===== config.mk =====
export PLATFORM = sky130hd
export DESIGN_NAME = bilstm_direction_scheduler
export DESIGN_NICKNAME = d
export VERILOG_FILES = /design/src/rtl/bilstm_direction_scheduler.sv
export SDC_FILE = /design/constraint.sdc
export NUM_CORES = 1
export LEC_CHECK = 0
export CAP_MARGIN = 5
export CORE_UTILIZATION = 35
export DETAILED_ROUTE_END_ITERATION = 16
export SYNTH_ARGS = -nofsm -noshare
export SYNTH_HDL_FRONTEND = slang
export SYNTH_SLANG_ARGS = --single-unit

===== constraint.sdc =====
create_clock -name clk -period 3.37 [get_ports clk]
set_clock_uncertainty 0.15 [all_clocks]
set_input_delay 1.011 -clock clk [delete_from_list [all_inputs] [get_ports clk]]
set_output_delay 1.011 -clock clk [all_outputs]
set_load 0.005 [all_outputs]

===== src/rtl/bilstm_direction_scheduler.sv =====
// Sequences the shared LSTM cell through the forward and backward passes of a BiLSTM,
// issuing one cell run at a time and writing each completed hidden state back by time index.
//   state     | meaning
//   IDLE      | waiting for start
//   ISSUE     | pulse cell_start for the current run
//   WAIT_DONE | waiting for cell_done, watchdog running
//   ADVANCE   | write h, step to the next run
//   FINISH    | pulse done, return to IDLE
module bilstm_direction_scheduler #(
  parameter int SEQ_LEN    = 10,
  parameter int IDX_W      = 4,
  parameter int TIMEOUT    = 4096,
  parameter int TO_W       = 12,
  parameter int INTERLEAVE = 1
) (
  input  logic             clk,
  input  logic             rst,
  input  logic             start,
  input  logic             cell_done,
  output logic             cell_start,
  output logic             dir,
  output logic [IDX_W-1:0] seq_idx_control,
  output logic [IDX_W-1:0] x_addr,
  output logic             h_wr_en,
  output logic [IDX_W-1:0] h_wr_addr,
  output logic             busy,
  output logic             done,
  output logic             err
);

  typedef enum logic [2:0] {IDLE, ISSUE, WAIT_DONE, ADVANCE, FINISH} state_t;

  localparam logic [IDX_W-1:0] LAST_K = IDX_W'(SEQ_LEN - 1);
  localparam logic [TO_W-1:0]  WD_TC  = TO_W'(TIMEOUT - 1);

  state_t           state, state_nxt;
  logic [IDX_W-1:0] k;
  logic             dir_q;
  logic [TO_W-1:0]  wd;
  logic             err_q;
  logic             last_run;
  logic             wd_tc;

  // Both run orders end on the backward run with k at its last value.
  assign last_run = dir_q && (k == LAST_K);
  assign wd_tc    = (wd == WD_TC);

  always_ff @(posedge clk or negedge rst) begin
    if (!rst) state <= IDLE;
    else      state <= state_nxt;
  end

  always_comb begin
    state_nxt = state;
    case (state)
      IDLE:      if (start) state_nxt = ISSUE;
      ISSUE:     state_nxt = WAIT_DONE;
      WAIT_DONE: begin
        if (cell_done)  state_nxt = ADVANCE;
        else if (wd_tc) state_nxt = FINISH;
      end
      ADVANCE:   state_nxt = last_run ? FINISH : ISSUE;
      FINISH:    state_nxt = IDLE;
      default:   state_nxt = IDLE;
    endcase
  end

  always_ff @(posedge clk or negedge rst) begin
    if (!rst) begin
      k     <= '0;
      dir_q <= 1'b0;
      wd    <= '0;
      err_q <= 1'b0;
    end else begin
      case (state)
        IDLE: begin
          if (start) begin
            k     <= '0;
            dir_q <= 1'b0;
            err_q <= 1'b0;
          end
        end
        ISSUE: wd <= '0;
        WAIT_DONE: begin
          if (!cell_done) begin
            if (wd_tc) err_q <= 1'b1;
            else       wd    <= wd + 1'b1;
          end
        end
        ADVANCE: begin
          // Indices only move on leaving ADVANCE so h_wr_addr still names the finished run.
          if (!last_run) begin
            if (INTERLEAVE != 0) begin
              if (dir_q) begin
                dir_q <= 1'b0;
                k     <= k + 1'b1;
              end else begin
                dir_q <= 1'b1;
              end
            end else begin
              if (k == LAST_K) begin
                dir_q <= 1'b1;
                k     <= '0;
              end else begin
                k     <= k + 1'b1;
              end
            end
          end
        end
        default: ;
      endcase
    end
  end

  always_comb begin
    cell_start      = (state == ISSUE);
    h_wr_en         = (state == ADVANCE);
    done            = (state == FINISH);
    busy            = (state != IDLE);
    err             = err_q;
    dir             = dir_q;
    seq_idx_control = k;
    x_addr          = dir_q ? (LAST_K - k) : k;
    h_wr_addr       = x_addr;
  end

endmodule

# --- Yosys cells after proc, flatten, opt, wreduce, memory -nomap -nowiden ---
# Index checks and enable logic that the tools add are counted.
classes:
  mux: 20
  reduce_logical: 11
  add_sub_neg: 3
  n_eq_ne: 13
op_table:
  columns: ["operator", "count"]
  rows:
  - ["$mux W12", 2]
  - ["$pmux W12 S2", 1]
  - ["$mux W4", 4]
  - ["$add A12 B1 Y12 const B", 1]
  - ["$eq A12 B12 Y1 const B", 1]
  - ["$mux W3", 4]
  - ["$pmux W3 S4", 1]
  - ["$ne A2 B2 Y1 const B", 5]
  - ["$pmux W4 S2", 1]
  - ["$reduce_and A4 Y1", 2]
  - ["$eq A3 B2 Y1 const B", 2]
  - ["$reduce_and A3 Y1", 2]
  - ["$reduce_bool A2 Y1", 3]
  - ["$mux W1", 5]
  - ["$add A4 B1 Y4 const B", 1]
  - ["$eq A4 B4 Y1 const B", 1]
  - ["$pmux W1 S2", 2]
  - ["$sub A4 B4 Y4 const A", 1]
  - ["$eq A3 B1 Y1 const B", 1]
  - ["$eq A3 B3 Y1 const B", 1]
  - ["$logic_not A3 Y1", 1]
  - ["$ne A3 B3 Y1 const B", 1]
  - ["$reduce_bool A3 Y1", 1]
  - ["$ne A2 B1 Y1 const B", 1]
  - ["other kinds (2)", 2]
totals:
  wordCells: 52
  in_bits: 4
  ff_bits: 21
  out_inout_bits: 18

# --- Logic depth before layout (Yosys ltp) ---
logic_depth:
  depth_word: 4
  ltp_mapped: 6
  ltp_nobuf: 6

# --- Least setup slack after synthesis ---
# No wires, ideal clock.
synth_path:
  path_kind: "reg-to-output"
  start: "reg k[2] (netlist: seq_idx_control[2])"
  end: "out x_addr[3]"
  t_required_ns: 2.209
  path_buffers: 1
  path_slack_ns: 1.135
  path_stages_with_launch: 6
  arrival_ns: 1.074
  path_cell_list: "dfrtp_1 -> inv_1 -> ha_1 -> nand2_1 -> xnor2_1 -> buf_4"
synth_between:
  elab_chain_cells: 2
synth_lines:
  columns: ["item", "line_no", "text"]
  rows:
  - ["from (decl)", "37", "logic [IDX_W-1:0] k;"]
  - ["from (signal assigned)", "96", "k <= k + 1'b1;"]
  - ["from (signal assigned)", "105", "k <= k + 1'b1;"]
  - ["$sub A4 B4 Y4", "123", "x_addr = dir_q ? (LAST_K - k) : k;"]
  - ["$mux W4", "123", null]
  - ["to (decl)", "23", "output logic [IDX_W-1:0] x_addr,"]
# No other way between the ends.

# --- Final worst setup path ---
layout_path:
  start: "reg state[0]"
  end: "out cell_start"
layout_between:
  elab_chain_cells: 1
layout_lines:
  columns: ["item", "line_no", "text"]
  rows:
  - ["from (decl)", "36", "state_t state, state_nxt;"]
  - ["from (signal assigned)", "50", "else state <= state_nxt;"]
  - ["$eq A3 B1 Y1", "116", "cell_start = (state == ISSUE);"]
  - ["to (decl)", "20", "output logic cell_start,"]
# No other way between the ends.

==> results.toml <==
[global_route]
grt_pass1_vias = 1107
overflow = 0
antenna_found_initial = 0
grt_use_total = 0.160
grt_max_degree = 22
grt_pass1_wl_mm = 5.11

[routing]
wl_per_cell_um = 14.7
firstDrtPassIters = 4
vias = 1134
drt-vias-per-instance = 5.64
drc_errors = 0
wirelength_mm = 2.95
drt-initial-drc-count = 65
drtAntennaViolNets = 0

[finish]
final_cell_area_um2 = 1590
fin_nets = 162
multi_input_area_um2 = 713
area_growth_pct = 18.3
seqCellArea_um2 = 526
drive_gt1_frac = 0.0850
antenna_cells = 0
num-fill-cells = 351

[pwr]
clkPwrFrac = 0.152
vdd_drop_max_mv = 0.235
p_comb_frac = 0.489
leakage_nw = 0.693
power.internal_uw = 704
p_sw_uw = 425
pwr-share-seq = 0.359
power_mw = 1.13
swShare = 0.376
powerDensity_nw_per_um2 = 710

[sta]
fmax_mhz = 333
final-setup-viol-count = 0
drv_slew = 0
timing_hold_violations_final = 0
min_period_ns = 3.00
slew_headroom = 0.642
tightestPinTransition_ns = 0.535
rsz0062_at_grt = "false"
fin_tns_setup_ns = 0
min_period_over_period = 0.891

[setup_path]
cp-start-kind = "flip-flop"
crit_buf_inv = 2
r2r-end = "wd[11]"
worstPathMaxFanout = 12
reg2reg_slack_ns = 1.26
reg2reg_depth = 4
criticalPathCategory = "flip-flop to primary output"
crit_path_end = "cell_start"
crit_required_ns = 2.21
crit_path_end_kind = "primary output"
slowest_stage = "dfrtp_1"
max_stage_delay_ns = 0.65
worstReg2RegStart = "state[0]"
arrival_ns = 1.84
startpoint = "state[0]"
cp_cell_sequence = "nor3b_2, buf_4, clkdlybuf4s50_1"
path_delay_family = "buffers and inverters"
path_depth = 3

[floorplanning]
core-area_um2 = 3660
row_count = 22
die_h_um = 64.0
initial_core_util = 0.367
die_w_um = 64.0
ioPinCount = 22
die_area_um2 = 4090

[placement]
place_area_um2 = 1550
dp_hpwl_mm = 2.13
gp_congestion = 0.862
port_buffers = 21

[synth]
synth_top_area_share = 0.391
synth_common_cells = "dfrtp_1 (21), nand2_1 (20), a31oi_1 (8)"
ys_seq_elements = 21
synth_most_common_cell = "dfrtp_1"
netlist_area_um2 = 1350
yosys_warnings = 0
synth-edff-count = 0
async_flop_share = 1.00
synth.top_cells.by_area = "dfrtp_1 (39%), nand2_1 (5.6%), a31oi_1 (3.7%), ha_1 (3.7%), nor4b_4 (3.5%)"
yosysSeqAreaShare = 0.391
yosys.area.top_type = "dfrtp_1"
yosys_most_used_dff = "dfrtp_1"
syn_inst = 137
synth_nets = 145
syn_area_per_cell_um2 = 9.82
ys_types = 48

[clocking]
clock_sinks = 21
numCtsBuffers = 3
cts_buffer_depth = 2
cts_max_level = 1
cts_setup_buffers = 0
clk_pin_slew_ns = 0.08
postCtsResizedCells = 0
cts_tree = "yes"
clk_latency_ns = 0.26
cts_hold_buf = 0
ctsRootBufferMaster = "clkbuf_8"

[flow_run]
drv_cap = 0

[worst_hold_path]
whs_path_depth = 1
hold_class = "flip-flop to flip-flop"

[status]
status = "completed"
## placed cells by master (no fill, tap or decap), types with 3 or more instances in the layout
master,count
nor2_1,4
and3_1,3
inv_1,6
clkdlybuf4s50_1,21
a21oi_1,4
nand3_1,5
o21ai_0,4
nand2_1,20
clkbuf_8,3
a31oi_1,8
ha_1,4
dfrtp_1,21
nor3_1,3
## flip-flops by register name, indices dropped and copies added, names as in the netlist
| signal | count |
|---|---|
| dir | 1 |
| seq_idx_control | 4 |
| wd | 12 |
| state | 3 |
| err | 1 |
## power groups by stage
stage	Clock, mW	Combinational, mW	Sequential [mW]
global route	0.186	0.611	0.421
finish	0.172	0.553	0.405
floorplan	0	0.400	0.357
global placement	0	0.547	0.408
detailed placement	0	0.559	0.411
CTS	0.179	0.562	0.405
## kinds of logic after synthesis
family / share of synthesized area
and+or+nand+nor: 0.257
xor gates and xnor gates: 0.0261
muxes: 0.0316
DFF: 0.391
buffers and inverters: 0.0791
adders and majority gates: 0.0372
AOI/OAI and AO/OA: 0.179
## worst min-delay path by stage
stage,end,from,slack [ns]
final,err,err,0.34
after CTS,err,err,0.35
after floorplan,err,err,0.32
after global placement,err,err,0.33
after global routing,err,err,0.36
after detailed placement,err,err,0.33
## layout make-up
cell class | instances | area share
multi-input combinational | 99 | 0.448
tap | 48 | 0.0377
clock buffer | 4 | 0.0283
inverter | 6 | 0.0142
timing repair buffer | 23 | 0.142
sequential | 21 | 0.330
## metrics by stage
step | util | setup WS, ns | hold WS (ns) | cells
after floorplan | - | 1.14 | 0.324 | 137
after global placement | 0.422 | 0.547 | 0.326 | 197
after global routing | 0.435 | 0.268 | 0.356 | 201
after detailed placement | 0.422 | 0.514 | 0.332 | 197
final | 0.435 | 0.366 | 0.341 | 201
after CTS | 0.435 | 0.359 | 0.352 | 201
## metal layers
layer	vias to the layer above	routed length, um	GRT usage
met5	-	0	0
met4	0	29	0.0568
met3	4	115	0.0214
met2	38	1520	0.290
met1	557	1290	0.192
li1	535	-	-
(Power assumes the default switching activity.)
